--- src/rtl/mul_lopd_norm_pipe.sv ---
// ---------------------------------------------------------------------------
// mul_lopd_norm_pipe
//
// Pipelined leading-one detector and normaliser for the FPU multiplier
// mantissa product. For every input beat it produces the leading-zero count,
// an all-zero flag and the mantissa shifted so that its leading one lands on
// the MSB. A sideband tag (unadjusted exponent/sign) travels with the beat.
//
// Pipeline:
//   [S0]  optional input register (MUL_LOPD_IN_REG_EN defined)
//   S1    per-chunk zero flag + local leading-zero count, data/tag registered
//   S2    first non-zero chunk select, count assembly, barrel shift, outputs
//
// Optional feature macro: MUL_LOPD_IN_REG_EN
//   Defined   -> extra input register stage, latency 3 cycles.
//   Undefined -> S1 samples the ports directly, latency 2 cycles.
//
// Ports:
//   i_clk, i_rst_n       clock (rising edge), asynchronous active-low reset
//   i_valid / o_ready    input beat handshake
//   i_data, i_tag        mantissa to analyse, sideband
//   o_valid / i_ready    output beat handshake
//   o_lzc                zeros above the leading one (all ones for zero input)
//   o_zero_flag          input was all zeros
//   o_norm               i_data << o_lzc (zero for zero input)
//   o_tag                i_tag of the same beat
//
// Handshake: a beat moves across an interface on a rising edge where valid
// and ready are both high. Each stage owns a valid bit and loads when it is
// empty or when its own contents leave on this edge, so ready never depends
// on the incoming valid. A producer holds valid and data stable until the
// beat is taken; the output side holds all of o_* stable while o_valid is
// high and i_ready is low.
// ---------------------------------------------------------------------------
module mul_lopd_norm_pipe #(
  parameter int SIZE_DATA  = 24,
  parameter int SIZE_LOPD  = 5,
  parameter int SIZE_CHUNK = 8,
  parameter int SIZE_TAG   = 9
) (
  input  logic                 i_clk,
  input  logic                 i_rst_n,
  input  logic                 i_valid,
  output logic                 o_ready,
  input  logic [SIZE_DATA-1:0] i_data,
  input  logic [SIZE_TAG-1:0]  i_tag,
  output logic                 o_valid,
  input  logic                 i_ready,
  output logic [SIZE_LOPD-1:0] o_lzc,
  output logic                 o_zero_flag,
  output logic [SIZE_DATA-1:0] o_norm,
  output logic [SIZE_TAG-1:0]  o_tag
);

  localparam int N  = SIZE_DATA / SIZE_CHUNK;
  localparam int CW = (SIZE_CHUNK > 1) ? $clog2(SIZE_CHUNK) : 1;

  // Elaboration-time parameter sanity checks.
  if (SIZE_LOPD != $clog2(SIZE_DATA)) begin : g_bad_lopd
    $error("SIZE_LOPD must equal clog2(SIZE_DATA)");
  end
  if ((SIZE_DATA % SIZE_CHUNK) != 0 || SIZE_DATA < 8) begin : g_bad_data
    $error("SIZE_DATA must be a multiple of SIZE_CHUNK and at least 8");
  end
  if ((SIZE_CHUNK & (SIZE_CHUNK - 1)) != 0 || SIZE_CHUNK > SIZE_DATA) begin : g_bad_chunk
    $error("SIZE_CHUNK must be a power of two no larger than SIZE_DATA");
  end

  // Stage-to-stage handshake signals.
  logic                 s1_load;
  logic                 s2_load;
  logic                 in_valid;
  logic [SIZE_DATA-1:0] in_data;
  logic [SIZE_TAG-1:0]  in_tag;

  assign s2_load = !o_valid || i_ready;

`ifdef MUL_LOPD_IN_REG_EN
  // Stage 0: plain input register, same load rule as the other stages.
  logic                 s0_valid;
  logic                 s0_load;
  logic [SIZE_DATA-1:0] s0_data;
  logic [SIZE_TAG-1:0]  s0_tag;

  assign s0_load = !s0_valid || s1_load;

  always_ff @(posedge i_clk or negedge i_rst_n) begin
    if (!i_rst_n) begin
      s0_valid <= 1'b0;
      s0_data  <= '0;
      s0_tag   <= '0;
    end else if (s0_load) begin
      s0_valid <= i_valid;
      if (i_valid) begin
        s0_data <= i_data;
        s0_tag  <= i_tag;
      end
    end
  end

  assign in_valid = s0_valid;
  assign in_data  = s0_data;
  assign in_tag   = s0_tag;
  assign o_ready  = s0_load;
`else
  assign in_valid = i_valid;
  assign in_data  = i_data;
  assign in_tag   = i_tag;
  assign o_ready  = s1_load;
`endif

  // -------------------------------------------------------------------------
  // Stage 1: chunk-local analysis only. Chunk 0 is the most significant.
  // -------------------------------------------------------------------------
  logic [N-1:0]         c_zero;
  logic [N-1:0][CW-1:0] c_llzc;

  always_comb begin
    c_zero = '0;
    c_llzc = '0;
    for (int c = 0; c < N; c++) begin
      c_zero[c] = ~|in_data[SIZE_DATA-1-c*SIZE_CHUNK -: SIZE_CHUNK];
      // Scan from the chunk LSB upwards so the last hit is the highest one.
      for (int b = SIZE_CHUNK - 1; b >= 0; b--) begin
        if (in_data[SIZE_DATA-1-c*SIZE_CHUNK-b]) begin
          c_llzc[c] = CW'(b);
        end
      end
    end
  end

  logic                 s1_valid;
  logic [N-1:0]         s1_zero;
  logic [N-1:0][CW-1:0] s1_llzc;
  logic [SIZE_DATA-1:0] s1_data;
  logic [SIZE_TAG-1:0]  s1_tag;

  assign s1_load = !s1_valid || s2_load;

  always_ff @(posedge i_clk or negedge i_rst_n) begin
    if (!i_rst_n) begin
      s1_valid <= 1'b0;
      s1_zero  <= '0;
      s1_llzc  <= '0;
      s1_data  <= '0;
      s1_tag   <= '0;
    end else if (s1_load) begin
      s1_valid <= in_valid;
      if (in_valid) begin
        s1_zero <= c_zero;
        s1_llzc <= c_llzc;
        s1_data <= in_data;
        s1_tag  <= in_tag;
      end
    end
  end

  // -------------------------------------------------------------------------
  // Stage 2: priority select of the first non-zero chunk, then barrel shift.
  // -------------------------------------------------------------------------
  logic [SIZE_LOPD-1:0] c_lzc;
  logic                 c_all_zero;
  logic [SIZE_DATA-1:0] c_norm;

  always_comb begin
    c_all_zero = &s1_zero;
    // All ones is the count reported for an all-zero mantissa.
    c_lzc      = '1;
    // Walk from the least significant chunk so the most significant
    // non-zero chunk is the final assignment.
    for (int k = N - 1; k >= 0; k--) begin
      if (!s1_zero[k]) begin
        c_lzc = SIZE_LOPD'(k * SIZE_CHUNK) + SIZE_LOPD'(s1_llzc[k]);
      end
    end
    c_norm = c_all_zero ? '0 : (s1_data << c_lzc);
  end

  always_ff @(posedge i_clk or negedge i_rst_n) begin
    if (!i_rst_n) begin
      o_valid     <= 1'b0;
      o_lzc       <= '0;
      o_zero_flag <= 1'b0;
      o_norm      <= '0;
      o_tag       <= '0;
    end else if (s2_load) begin
      o_valid <= s1_valid;
      if (s1_valid) begin
        o_lzc       <= c_lzc;
        o_zero_flag <= c_all_zero;
        o_norm      <= c_norm;
        o_tag       <= s1_tag;
      end
    end
  end

endmodule

--- config.mk ---
export PLATFORM = sky130hd
export DESIGN_NAME = mul_lopd_norm_pipe
export DESIGN_NICKNAME = d
export VERILOG_FILES = /design/src/rtl/mul_lopd_norm_pipe.sv
export SDC_FILE = /design/constraint.sdc
export NUM_CORES = 1
export LEC_CHECK = 0
export CORE_ASPECT_RATIO = 0.9
export CORE_MARGIN = 3
export CORE_UTILIZATION = 48
export DETAILED_ROUTE_END_ITERATION = 8
export PLACE_DENSITY = 0.76
export SYNTH_ARGS = -nofsm -noshare
export SYNTH_HDL_FRONTEND = slang
export SYNTH_SLANG_ARGS = --single-unit
--- constraint.sdc ---
create_clock -name i_clk -period 2 [get_ports i_clk]
set_clock_uncertainty 0.05 [all_clocks]
set_input_delay 0.2 -clock i_clk [delete_from_list [all_inputs] [get_ports i_clk]]
set_output_delay 0.2 -clock i_clk [all_outputs]
set_load 0.1 [all_outputs]
==> flow_metrics.env, run 1 <==
export IMPL_stdcell_area_um2=7209
export IMPL_yosysSeqAreaShare_pct=46.00
export IMPL_start_kind="register"
export IMPL_synth_area_um2=4678
export IMPL_cts_root_buf="clkbuf_8"
export IMPL_ys_types=65
export IMPL_cap_violations=0
export IMPL_fin_crit_sh_pct=112.5
export IMPL_fill_cells=602
export IMPL_ys_ff_latch=86
export IMPL_synth_top_area_share_pct=46.00
export IMPL_clk_latency_ns=0.37
export IMPL_wirelength_mm=15.25
export IMPL_drtIter0Drc=268
export IMPL_layout_commonest_cell="buf_4"
export IMPL_finalSetupViolCount=21
export IMPL_grtUsageTotal_pct=28.74
export IMPL_synth_fa_ha_area_share_pct=0
export IMPL_finalCriticalPeriod_ns=2.250
export IMPL_dpl_cell_area_um2=6401
export IMPL_switching_share_pct=46.15
export IMPL_synthTopCellsByArea="dfrtp_1, nand2_1, mux2_2, mux2i_1, o21ai_0"
export IMPL_cts_buffer_depth=2
export IMPL_synth_xor_area_share_pct=0
export IMPL_num_antenna_cells=0
export IMPL_syn_inst=463
export IMPL_cp_max_fo=7
export IMPL_cts_max_level=3
export IMPL_pwr_share_clk_pct=18.2
export IMPL_syn2layout_area_growth_pct=54.11
export IMPL_routedWlPerCell_um=19.86
export IMPL_async_flop_share_pct=100.0
export IMPL_leakagePower_nw=3.183
export IMPL_synth_warnings=0
export IMPL_start_util_pct=50.36
export IMPL_synth_compound_area_share_pct=18.80
export IMPL_violations="setup timing"
export IMPL_ff_latch_area_um2=2157
export IMPL_grt_max_degree=41
export IMPL_hold_path_class="primary input to asynchronous set/reset pin"
export IMPL_coreArea_um2=9290
export IMPL_ir_drop_uv=935.8
export IMPL_final_core_util_pct=77.60
export IMPL_critical_path_class="register to register"
export IMPL_drt_first_pass_iters=7
export IMPL_power_internal_mw=4.176
export IMPL_gr_total_overflow=0
export IMPL_synth_simple_area_share_pct=16.82
export IMPL_drt_vias_per_instance=5.813
export IMPL_multiInputGateArea_um2=2885
export IMPL_clock_sinks=86
export IMPL_synth_top_area_cell="dfrtp_1"
export IMPL_p_comb_share_pct=51.5
export IMPL_pwr_share_seq_pct=30.3
export IMPL_fp_dieW_um=110.1
export IMPL_cts_tree="done"
export IMPL_num_vias=4464
export IMPL_layout_drive_gt1_share_pct=43.81
export IMPL_grt_pass1_wl_mm=24.16
export IMPL_worstSetupEndpointType="register"
export IMPL_grt_antenna_before_repair=0
export IMPL_io_pins=78
export IMPL_fmax_mhz=444.4
export IMPL_max_slew_margin_pct=68.17
export IMPL_p_per_area_nw_per_um2=1076
export IMPL_rsz0062_at_grt="yes"
export IMPL_worstMarginPinSlew_ns=0.4731
export IMPL_drtAntennaViolNets=0
export IMPL_die_h_um=99.66
export IMPL_die_area_um2=10970
export IMPL_place_hpwl_mm=11.61
export IMPL_synth_flop_cell="dfrtp_1"
export IMPL_status="complete, but fails checks"
export IMPL_critical_path_required_ns=2.25
export IMPL_synth_top_family_by_area="compound AO/OA/AOI/OAI gates"
export IMPL_portBuffers=77
export IMPL_synthMuxAreaShare_pct=14.55
export IMPL_nets=678
export IMPL_switchingPower_mw=3.579
export IMPL_maxSlewViolCount=0
export IMPL_grt_pass1_vias=4453
export IMPL_synth_edf_count=0
export IMPL_final_hold_viol_count=0
export IMPL_gp_congestion=0.9821
export IMPL_clk_pin_slew_ns=0.10
export IMPL_drc_errors=0
export IMPL_critPathArrivalTime_ns=2.50
export IMPL_synth_area_per_cell_um2=10.10
export IMPL_layout_common_cells="buf_4, dfrtp_1, nand2_1, clkdlybuf4s50_1, mux2_4"
export IMPL_rows=33
export IMPL_synth_nets=500
export IMPL_setup_slack_ns=-0.2501
export IMPL_cts_buffers=9
[Yosys cell counts, types with 5 or more instances]
master	count
nand2_1	89
dfrtp_1	86
mux2_2	28
mux2i_1	28
o21ai_0	26
nor2_1	19
a22oi_1	15
clkbuf_1	14
a21oi_1	13
nor3_1	12
nand2b_1	8
inv_1	7
o211ai_1	7
o31ai_1	6
a22o_1	5
a32oi_1	5
buf_2	5
o22ai_1	5
[layout make-up]
class / instances / share of cell area (%)
sequential: 86 / 29.92
timing repair buffer: 194 / 24.47
clock inverter: 5 / 1.145
multi-input combinational: 343 / 40.02
tap: 122 / 2.117
clock buffer: 11 / 1.961
inverter: 7 / 0.3645
[power groups by stage]
| stage | registers, mW | logic [mW] | clock network, mW |
|---|---|---|---|
| 2_1_floorplan | 3.77 | 1.05 | 0 |
| 3_3_place_gp | 2.35 | 3.61 | 0 |
| 3_5_place_dp | 2.37 | 3.64 | 0 |
| 4_1_cts | 2.34 | 3.79 | 1.42 |
| 5_1_grt | 2.39 | 4.17 | 1.52 |
| 6_report | 2.35 | 4.00 | 1.41 |
[critical path, cell delays in order, from the launching register on]
cell and delay [ns]:
dfrtp_1 0.41, buf_6 0.11, or3b_4 0.40, a31oi_4 0.20, buf_12 0.15, buf_12 0.11, nand2_4 0.05, o22ai_2 0.23
a211oi_2 0.14, buf_4 0.15, nor3_1 0.17
[stage by stage]
step	hold slack, ns	std cells	setup WS (ns)	power, mW	setup TNS (ns)
global placement	0.06205	732	-0.3411	5.956	-4.296
floorplan	-0.1456	463	-0.6047	4.819	-24.99
global route	0.2342	768	-0.3275	8.072	-5.050
finish	0.2125	768	-0.2501	7.755	-3.464
CTS	0.2125	758	-0.2416	7.554	-3.310
detailed placement	0.06504	732	-0.3369	6.005	-4.926
[repair_timing]
item / CTS / global route
endpoints found under the setup margin: 24 / 24
resized for setup: 51 / 39
pin swaps: 20 / 25
hold endpoints to repair: 31 / 0
buffers inserted: 10 / 10
hold buffers: 1 / 0
[metal layers]
layer,track usage [%],vias up,share of wire [%]
met2,45.06,137,48
li1,-,2084,-
met5,0,-,0
met1,41.01,2218,45
met3,4.672,25,5.7
met4,8.341,0,1.8
[registers in the layout (all words and copies together), names as in the netlist]
| signal | count |
|---|---|
| o_lzc | 5 |
| o_norm | 24 |
| o_tag | 9 |
| o_valid | 1 |
| o_zero_flag | 1 |
| s1_data | 24 |
| s1_llzc | 9 |
| s1_tag | 9 |
| s1_valid | 1 |
| s1_zero | 3 |
[worst paths after layout]
| check | start | end | slack (ns) | cells past startpoint |
|---|---|---|---|---|
| setup / recovery | s1_zero[1] | o_norm[21] | -0.25 | 10 |
| hold / removal | i_rst_n | o_norm[6] | 0.21 | 2 |
| setup reg to reg | s1_zero[1] | o_norm[21] | -0.25 | 10 |
| hold reg to reg | s1_tag[8] | o_tag[8] | 0.43 | 2 |
| max in group asynchronous | i_rst_n | o_valid | 1.05 | 3 |
| min in group i_clk | i_tag[6] | s1_tag[6] | 0.39 | 2 |
[cell families (layout without fill, tap and decap cells)]
logic type	count (synthesis)	in the layout
AOI/OAI and AO/OA	120	120
DFF	86	86
buffers and inverters	34	217
muxes	60	60
and+or+nand+nor	163	163
No activity file was read; power rests on OpenSTA's default activity.
==> run 2: changes to the inputs <==
- SKIP_LAST_GASP: unset -> 1
- clock period: 2 -> 1.9 ns (I/O delays scaled with it)
==> flow_metrics.env, run 2 (same netlist as run 1, synthesis figures left out) <==
export IMPL_io_pins=78
export IMPL_routedWlPerCell_um=22.85
export IMPL_cp_max_fo=6
export IMPL_maxSlewViolCount=0
export IMPL_path_buf_inv=3
export IMPL_die_area_um2=10970
export IMPL_drtIter0Drc=348
export IMPL_violations="setup timing"
export IMPL_dpl_cell_area_um2=6412
export IMPL_grt_max_degree=44
export IMPL_layout_commonest_cell="buf_4"
export IMPL_slowest_stage="mux4_2"
export IMPL_max_slew_margin_pct=60.75
export IMPL_start_util_pct=50.36
export IMPL_multiInputGateArea_um2=3038
export IMPL_syn2layout_area_growth_pct=60.02
export IMPL_crit_top_cell="buf_6"
export IMPL_coreArea_um2=9290
export IMPL_cts_buffers=9
export IMPL_critPathArrivalTime_ns=2.62
export IMPL_fp_dieW_um=110.1
export IMPL_nets=692
export IMPL_fin_crit_sh_pct=125.2
export IMPL_rsz0062_at_grt="yes"
export IMPL_layout_drive_gt1_share_pct=47.27
export IMPL_die_h_um=99.66
export IMPL_cap_violations=0
export IMPL_grt_pass1_vias=4669
export IMPL_final_setup_tns_ns=-6.741
export IMPL_worstSetupEndpointType="register"
export IMPL_drc_errors=0
export IMPL_grtUsageTotal_pct=30.92
export IMPL_cp_slowest_stage_delay_ns=0.62
export IMPL_critical_path_required_ns=2.14
export IMPL_final_hold_viol_count=0
export IMPL_drtAntennaViolNets=0
export IMPL_final_core_util_pct=80.58
export IMPL_critical_path_class="register to register"
export IMPL_place_hpwl_mm=11.97
export IMPL_layout_common_cells="buf_4, nand2_1, dfrtp_1, clkdlybuf4s50_1, mux2_4"
export IMPL_worstMarginPinSlew_ns=0.5834
export IMPL_p_per_area_nw_per_um2=1117
export IMPL_path_cells="buf_6, buf_6, o21ai_4, buf_6, o22ai_4, mux4_2, or2_1, a32oi_1"
export IMPL_place_ws_ns=-0.3928
export IMPL_critPathTopFamily="multiplexers"
export IMPL_cts_buffer_depth=2
export IMPL_drt_first_pass_iters=5
export IMPL_grt_antenna_before_repair=0
export IMPL_portBuffers=77
export IMPL_clock_sinks=86
export IMPL_finalSetupViolCount=25
export IMPL_largestRegisters="o_norm x24, s1_data x24"
export IMPL_gr_total_overflow=0
export IMPL_stdcell_area_um2=7486
export IMPL_ir_drop_uv=1068
export IMPL_leakagePower_nw=3.289
export IMPL_clk_latency_ns=0.38
export IMPL_cts_root_buf="clkbuf_8"
export IMPL_num_vias=4841
export IMPL_ff_latch_area_um2=2160
export IMPL_grt_pass1_wl_mm=25.72
export IMPL_num_antenna_cells=0
export IMPL_total_power_mw=8.360
export IMPL_fmax_mhz=420.3
export IMPL_hold_path_class="primary input to asynchronous set/reset pin"
export IMPL_cts_tree="done"
export IMPL_wirelength_mm=17.87
export IMPL_rows=33
export IMPL_finalCriticalPeriod_ns=2.379
export IMPL_gp_congestion=0.9421
export IMPL_fill_cells=547
export IMPL_cts_max_level=3
export IMPL_clk_pin_slew_ns=0.10
export IMPL_drt_vias_per_instance=6.191
export IMPL_setup_slack_ns=-0.4793
export IMPL_status="complete, but fails checks"
export IMPL_start_kind="register"
run 2: cell types whose count changed in the layout (fill, tap and decap cells not counted), sizes merged:
cell	before	now
buf	158	170
clkinv	3	0
clkinvlp	0	2
inv	7	9
clkbuf	11	12
run 2: path summary, 6_finish.rpt:
path	startpoint	cells past startpoint	slack (ns)	end
hold reg to reg	o_tag[6]	2	0.44	o_tag[6]
hold / removal	i_rst_n	2	0.18	o_norm[5]
min in group i_clk	i_tag[1]	2	0.38	s1_tag[1]
setup reg to reg	s1_zero[1]	8	-0.48	o_norm[22]
max in group asynchronous	i_rst_n	3	0.98	s1_zero[0]
setup / recovery	s1_zero[1]	8	-0.48	o_norm[22]
run 2: repair_timing:
item                                    in CTS  in global routing
cloned                                       0                  2
hold endpoints to repair                    61                  0
buffers inserted                            15                 20
hold buffers                                 1                  0
resized for setup                           68                 50
pin swaps                                   25                 44
endpoints found under the setup margin      23                 24
run 2: metal layers:
layer  global-route usage (%)  vias up  wire [um]
met5                        0        -          0
met4                    9.684        0        600
met3                    5.386       44       1135
met2                    50.47      242       8717
met1                    41.77     2438       7413
li1                         -     2117          -
run 2: cell type report:
class | instances | share of cell area (%)
multi-input combinational | 343 | 40.58
sequential | 86 | 28.85
timing repair buffer | 208 | 25.10
tap | 122 | 2.039
clock buffer | 10 | 1.839
clock inverter | 6 | 1.237
inverter | 7 | 0.3510
run 2: worst reg2reg max path, cell delays in order, from the launching register on:
cell and delay, ns:
dfrtp_2 0.45, buf_6 0.13, buf_6 0.11, o21ai_4 0.06
buf_6 0.12, o22ai_4 0.25, mux4_2 0.63, or2_1 0.26
a32oi_1 0.22
run 2: metrics by stage:
stage / std cells / hold WS (ns)
after global placement: 734 / 0.03401
final: 782 / 0.1791
after detailed placement: 734 / 0.04151
after floorplan: 463 / -0.1556
after global routing: 782 / 0.1905
after CTS: 766 / 0.1897
run 2: power breakdown:
group | total (mW) | switching, mW | internal, mW
Combinational | 4.36 | 2.86 | 1.50
Sequential | 2.47 | 0.308 | 2.16
Clock | 1.53 | 0.744 | 0.786
Total | 8.36 | 3.91 | 4.45
